<file path="src/rtl/fp_div_seq.sv">
// fp_div_seq: sequential binary32 divider, out_fp = a_fp / b_fp.
// Restoring mantissa division producing BITS_PER_CYC quotient bits per
// clock, then one normalise/pack cycle. One operation in flight, with a
// valid/ready handshake on both sides.
// Build option: define FP_DIV_RNE_EN for round-to-nearest-even; otherwise
// the quotient is truncated, matching the FMA datapath.
module fp_div_seq #(
  parameter int BITS_PER_CYC = 1
) (
  input  logic        clk,
  input  logic        rst,
  input  logic [31:0] a_fp,
  input  logic [31:0] b_fp,
  input  logic        in_valid,
  output logic        in_ready,
  output logic [31:0] out_fp,
  output logic        out_valid,
  input  logic        out_ready,
  output logic        busy
);

  localparam int         N        = 26 / BITS_PER_CYC;
  localparam logic [4:0] CNT_LAST = 5'(N - 1);

  typedef enum logic [1:0] {S_IDLE, S_DIVIDE, S_NORM, S_DONE} state_t;

  state_t state_q, state_d;

  // Control registers
  logic [4:0]  cnt_q, cnt_d;
  logic [31:0] out_q, out_d;

  // Datapath registers (no reset needed, always loaded on accept)
  logic [24:0] r_q, r_d;
  logic [25:0] q_q, q_d;
  logic [23:0] mb_q, mb_d;
  logic [7:0]  ea_q, ea_d;
  logic [7:0]  eb_q, eb_d;
  logic        sgn_q, sgn_d;

  logic        accept;
  logic        sp_hit;
  logic [31:0] sp_res;

  logic [24:0] r_step;
  logic [25:0] q_step;

  logic signed [9:0] norm_e;
  logic [22:0]       norm_frac;
  logic              norm_g;
  logic              norm_s;
  logic signed [9:0] fin_e;
  logic [22:0]       fin_frac;
  logic [31:0]       norm_res;

  // Saturating pack: overflow to signed infinity, underflow flushes to zero
  function automatic logic [31:0] pack_result(input logic sgn,
                                              input logic signed [9:0] e,
                                              input logic [22:0] frac);
    if (e >= 10'sd255)
      return {sgn, 8'hFF, 23'd0};
    else if (e <= 10'sd0)
      return {sgn, 31'd0};
    else
      return {sgn, e[7:0], frac};
  endfunction

`ifdef FP_DIV_RNE_EN
  // Round-to-nearest-even on the 23-bit fraction; a carry out of the
  // fraction means the mantissa rolled over to 2.0, so bump the exponent
  function automatic logic [32:0] round_rne(input logic signed [9:0] e,
                                            input logic [22:0] frac,
                                            input logic g,
                                            input logic s);
    logic [23:0]       f_r;
    logic signed [9:0] e_r;
    f_r = {1'b0, frac};
    if (g & (s | frac[0]))
      f_r = f_r + 24'd1;
    e_r = e + (f_r[23] ? 10'sd1 : 10'sd0);
    return {e_r, f_r[22:0]};
  endfunction
`endif

  assign accept = in_valid & in_ready;

  // Special-operand classification, evaluated on the live inputs at accept
  always_comb begin
    logic a_zero, b_zero, a_inf, b_inf, a_nan, b_nan, sgn;
    a_zero = (a_fp[30:23] == 8'd0);
    b_zero = (b_fp[30:23] == 8'd0);
    a_inf  = (a_fp[30:23] == 8'hFF) & (a_fp[22:0] == 23'd0);
    b_inf  = (b_fp[30:23] == 8'hFF) & (b_fp[22:0] == 23'd0);
    a_nan  = (a_fp[30:23] == 8'hFF) & (a_fp[22:0] != 23'd0);
    b_nan  = (b_fp[30:23] == 8'hFF) & (b_fp[22:0] != 23'd0);
    sgn    = a_fp[31] ^ b_fp[31];
    sp_hit = 1'b1;
    sp_res = 32'h7FC00000;
    if (a_nan | b_nan | (a_zero & b_zero) | (a_inf & b_inf))
      sp_res = 32'h7FC00000;
    else if (b_zero | a_inf)
      sp_res = {sgn, 8'hFF, 23'd0};
    else if (a_zero | b_inf)
      sp_res = {sgn, 31'd0};
    else
      sp_hit = 1'b0;
  end

  // BITS_PER_CYC restoring steps, MSB of the quotient first
  always_comb begin
    r_step = r_q;
    q_step = q_q;
    for (int i = 0; i < BITS_PER_CYC; i++) begin
      if (r_step >= {1'b0, mb_q}) begin
        q_step = {q_step[24:0], 1'b1};
        r_step = r_step - {1'b0, mb_q};
      end else begin
        q_step = {q_step[24:0], 1'b0};
      end
      r_step = r_step << 1;
    end
  end

  // Normalise: quotient lies in (0.5, 2), so at most one position of shift
  always_comb begin
    norm_e = $signed({2'b00, ea_q}) - $signed({2'b00, eb_q})
             + (q_q[25] ? 10'sd127 : 10'sd126);
    if (q_q[25]) begin
      norm_frac = q_q[24:2];
      norm_g    = q_q[1];
      norm_s    = q_q[0] | (r_q != 25'd0);
    end else begin
      norm_frac = q_q[23:1];
      norm_g    = q_q[0];
      norm_s    = (r_q != 25'd0);
    end
  end

`ifdef FP_DIV_RNE_EN
  assign {fin_e, fin_frac} = round_rne(norm_e, norm_frac, norm_g, norm_s);
`else
  logic unused_round;
  assign unused_round = norm_g ^ norm_s;
  assign fin_e        = norm_e;
  assign fin_frac     = norm_frac;
`endif

  assign norm_res = pack_result(sgn_q, fin_e, fin_frac);

  // FSM state register
  always_ff @(posedge clk or posedge rst) begin
    if (rst)
      state_q <= S_IDLE;
    else
      state_q <= state_d;
  end

  // FSM next-state logic
  always_comb begin
    state_d = state_q;
    case (state_q)
      S_IDLE:   if (accept) state_d = sp_hit ? S_DONE : S_DIVIDE;
      S_DIVIDE: if (cnt_q == CNT_LAST) state_d = S_NORM;
      S_NORM:   state_d = S_DONE;
      S_DONE:   if (out_ready) state_d = S_IDLE;
      default:  state_d = S_IDLE;
    endcase
  end

  // FSM outputs
  always_comb begin
    in_ready  = (state_q == S_IDLE);
    out_valid = (state_q == S_DONE);
    busy      = (state_q != S_IDLE);
  end

  // Control next-state: step counter and held result
  always_comb begin
    cnt_d = cnt_q;
    out_d = out_q;
    if (accept) begin
      cnt_d = 5'd0;
      if (sp_hit)
        out_d = sp_res;
    end else if (state_q == S_DIVIDE) begin
      cnt_d = cnt_q + 5'd1;
    end else if (state_q == S_NORM) begin
      out_d = norm_res;
    end
  end

  // Control registers, cleared by reset so an aborted op leaves nothing behind
  always_ff @(posedge clk or posedge rst) begin
    if (rst) begin
      cnt_q <= 5'd0;
      out_q <= 32'd0;
    end else begin
      cnt_q <= cnt_d;
      out_q <= out_d;
    end
  end

  // Datapath next-state: capture operands on accept, iterate while dividing
  always_comb begin
    r_d   = r_q;
    q_d   = q_q;
    mb_d  = mb_q;
    ea_d  = ea_q;
    eb_d  = eb_q;
    sgn_d = sgn_q;
    if (accept) begin
      r_d   = {2'b01, a_fp[22:0]};
      q_d   = 26'd0;
      mb_d  = {1'b1, b_fp[22:0]};
      ea_d  = a_fp[30:23];
      eb_d  = b_fp[30:23];
      sgn_d = a_fp[31] ^ b_fp[31];
    end else if (state_q == S_DIVIDE) begin
      r_d = r_step;
      q_d = q_step;
    end
  end

  // Datapath registers
  always_ff @(posedge clk) begin
    r_q   <= r_d;
    q_q   <= q_d;
    mb_q  <= mb_d;
    ea_q  <= ea_d;
    eb_q  <= eb_d;
    sgn_q <= sgn_d;
  end

  assign out_fp = out_q;

endmodule

</file>
<file path="config.mk">
export PLATFORM = sky130hd
export DESIGN_NAME = fp_div_seq
export DESIGN_NICKNAME = d
export VERILOG_FILES = /design/src/rtl/fp_div_seq.sv
export SDC_FILE = /design/constraint.sdc
export NUM_CORES = 1
export LEC_CHECK = 0
export CAP_MARGIN = 10
export CORE_MARGIN = 5
export CORE_UTILIZATION = 60
export CTS_CLUSTER_SIZE = 10
export DETAILED_ROUTE_END_ITERATION = 7
export PLACE_DENSITY = 0.86
export SYNTH_ARGS = -nofsm -noshare
export SYNTH_HDL_FRONTEND = slang
export SYNTH_SLANG_ARGS = --single-unit
</file>
<file path="constraint.sdc">
create_clock -name clk -period 7.88 [get_ports clk]
set_clock_uncertainty 0.2 [all_clocks]
set_input_delay 1.576 -clock clk [delete_from_list [all_inputs] [get_ports clk]]
set_output_delay 1.576 -clock clk [all_outputs]
set_load 0.1 [all_outputs]
</file>
==> results.ini <==
[synth]
avgSynthCellArea_um2=9.80
netlist_area_mm2=0.00769
synthMuxAreaShare_pct=6.42
synth_edf_count=63
synthFlopType=edfxtp_1
async_flop_share_pct=30.0
seq_area_frac_synth_pct=44.6
synthCells=785
synth_adder_area_share_pct=6.86
netlist_top_cells_area=edfxtp_1 25%, dfrtp_1 13%, dfxtp_1 7.3%
syn-num-nets=894
synthSimpleGateAreaFrac_pct=15.1
yosysWarnings=0
yosys.area.top_type=edfxtp_1
synthTopCellsByCount=77 x nor2_1, 63 x edfxtp_1, 57 x inv_1, 57 x nand2_1, 48 x mux2i_1
synth_top_family_by_area=compound AO/OA/AOI/OAI gates
synth_top_area_share_pct=24.6
synth-seq-cells=130
synth.distinct_cells=72
synth_compound_area_share_pct=19.0
synth.most_common_cell=nor2_1
synth_xor_area_share_pct=3.19

[placement]
gp_congestion=0.949
io_buffers=102
hpwlAfterDp_um=13900

[clocking]
htree_levels=4
root_buffer=clkbuf_16
cts_setup_buffers=0
cts_buffers=17
hold_buffers=0
cts-resized-gates=0
cts_tree=done
insertion_delay_ns=0.43
clkSinkCount=130
path_clk_slew_ns=0.06
cts_buffer_depth=2

[critical_path]
start_kind=input port
cp.arrival_ns=4.87
path_class=input port to flip-flop
cp-end-kind=flip-flop
worstPathMaxFanout=85
critical_path_required_ns=7.95

[timing]
rsz0062_at_grt=no
hold_viol=0
slew_viol_final=0
worst_pin_slew_ns=1.17
maxClockFrequency_mhz=208
min_period_ns=4.80
finalCritPeriodShare_pct=60.9
relSlewSlack_pct=21.8
finalSetupViolations=0
tns_ns=0

[pwr]
power.total_mw=4.02
power_frac_clock_pct=19.3
power.static_leakage_nw=3.74
p_sw_mw=1.85
pwr-share-seq_pct=26.8
p_int_mw=2.17
ir_drop_mv=0.242
pwr-share-comb_pct=53.9
netSwitchingFraction_pct=46.1
power_density_mw_per_mm2=428

[finish]
syn_to_final_growth_pct=22.1
multi_input_area_mm2=0.00390
antenna-diode-count=0
layout.nets=983
fillCellCount=897
layout.area.seq_mm2=0.00343
drive_above_1_share_pct=6.88

[floorplan]
initial_utilization_pct=61.0
core_mm2=0.0126
dieArea_mm2=0.0152
die_height_um=123
row_count=41
ios=103
die-width_um=123

[grt]
grt_pass1_wl_um=32700
grt-ovfl-total=0
grt_max_degree=86
antenna_found_initial=0
grt_pass1_vias=6660
track_usage_pct=27.4

[route]
wl_um=20300
first_pass_iters=5
viasPerCell=6.36
initialDrtViolationCount=672
vias=6737
ant_nets=0
wl_per_cell_um=19.2
drcViolationCount=0

[run]
max_cap_viol_count=0

[outcome]
outcome=finished, final reports clean

[min_path]
hold_path_class=flip-flop to flip-flop

layout by cell type, fill, tap and decap left out, types with 5 or more instances in the layout:
cell type and instances:
buf_4 5, ha_1 38, o211ai_1 10, edfxtp_1 63, a21o_1 6, a31oi_1 15
inv_1 56, xnor2_1 14, o21a_1 15, xor2_1 14, nand2_1 57, a211oi_1 7
o21ai_0 40, o41ai_1 17, nor4_1 19, nand4_1 20, nor2_1 77, o41ai_2 5
clkbuf_16 18, a211o_1 6, nand3_1 23, dfxtp_1 28, mux2i_1 48, a21oi_1 28
o22ai_1 6, a221o_1 9, clkdlybuf4s50_1 102, dfrtp_1 39, nor3_1 8
power by group through the flow:
stage / Sequential [mW] / Clock [mW] / Combinational, mW
after global placement: 1.08 / 0 / 2.04
after CTS: 1.07 / 0.781 / 2.12
final: 1.08 / 0.776 / 2.17
after floorplan: 1.26 / 0 / 1.44
after detailed placement: 1.08 / 0 / 2.10
after global routing: 1.09 / 0.816 / 2.34
state kept, by name, summed over array words and instances, names as in the netlist:
| register | cells |
|---|---|
| mb_q | 23 |
| out_fp | 32 |
| r_q | 25 |
| ea_q | 8 |
| eb_q | 8 |
| sgn_q | 1 |
| cnt_q | 5 |
| state_q | 2 |
| q_q | 26 |
layout make-up:
class                           instances  share of cell area [%]
Inverter                               57                    2.28
Timing Repair Buffer                  107                    11.3
Clock inverter                         12                    1.24
Sequential cell                       130                    36.5
Tap cell                              172                    2.29
Multi-Input combinational cell        561                    41.5
Clock buffer                           20                    4.88
path summary, 6_finish.rpt:
check	endpoint	startpoint	slack [ns]	cells after the start
setup / recovery	out_fp[22]	in_valid	3.08	9
hold reg to reg	out_fp[11]	out_fp[11]	0.28	2
max in group asynchronous	out_fp[31]	rst	5.74	3
min in group asynchronous	out_fp[24]	rst	1.38	3
hold / removal	out_fp[11]	out_fp[11]	0.28	2
setup reg to reg	out_fp[15]	ea_q[0]	3.79	11
per-layer routing:
| metal | global-route usage, % | vias up | part of all wire, % | wire length (um) |
|---|---|---|---|---|
| li1 | - | 3117 | - | - |
| met1 | 35.9 | 3206 | 42 | 8500 |
| met2 | 44.2 | 361 | 47 | 9610 |
| met3 | 5.40 | 53 | 7.7 | 1570 |
| met4 | 11.9 | 0 | 3.1 | 624 |
| met5 | 0 | - | 0 | 0 |
logic make-up after synthesis:
family                   after synthesis
flip-flops                           130
buffers and inverters                 94
adder cells (fa/ha/maj)               41
AND/OR/NAND/NOR                      241
XOR/XNOR                              28
AO/OA/AOI/OAI                        202
multiplexers                          49
critical path, cell delays in order:
cell and delay [ns]:
clkdlybuf4s50_1 0.53, nand2_1 0.07, buf_4 0.28, inv_2 0.12, buf_4 0.79, a211o_1 1.02, o2bb2ai_1 0.23, or3_1 0.16
o22ai_1 0.08
through the flow:
| step | utilization [%] | instances | worst slack (ns) | instance area (um2) | hold WS, ns |
|---|---|---|---|---|---|
| 2_1_floorplan | - | 785 | 3.79 | 7690 | 0.261 |
| 3_3_place_gp | 69.9 | 1027 | 2.82 | 8820 | 0.260 |
| 3_5_place_dp | 69.9 | 1027 | 2.71 | 8820 | 0.268 |
| 4_1_cts | 74.4 | 1059 | 3.12 | 9390 | 0.283 |
| 5_1_grt | 74.4 | 1059 | 2.86 | 9390 | 0.306 |
| 6_report | 74.4 | 1059 | 3.08 | 9390 | 0.282 |
Note: power is estimated with default switching activity, not from simulation.
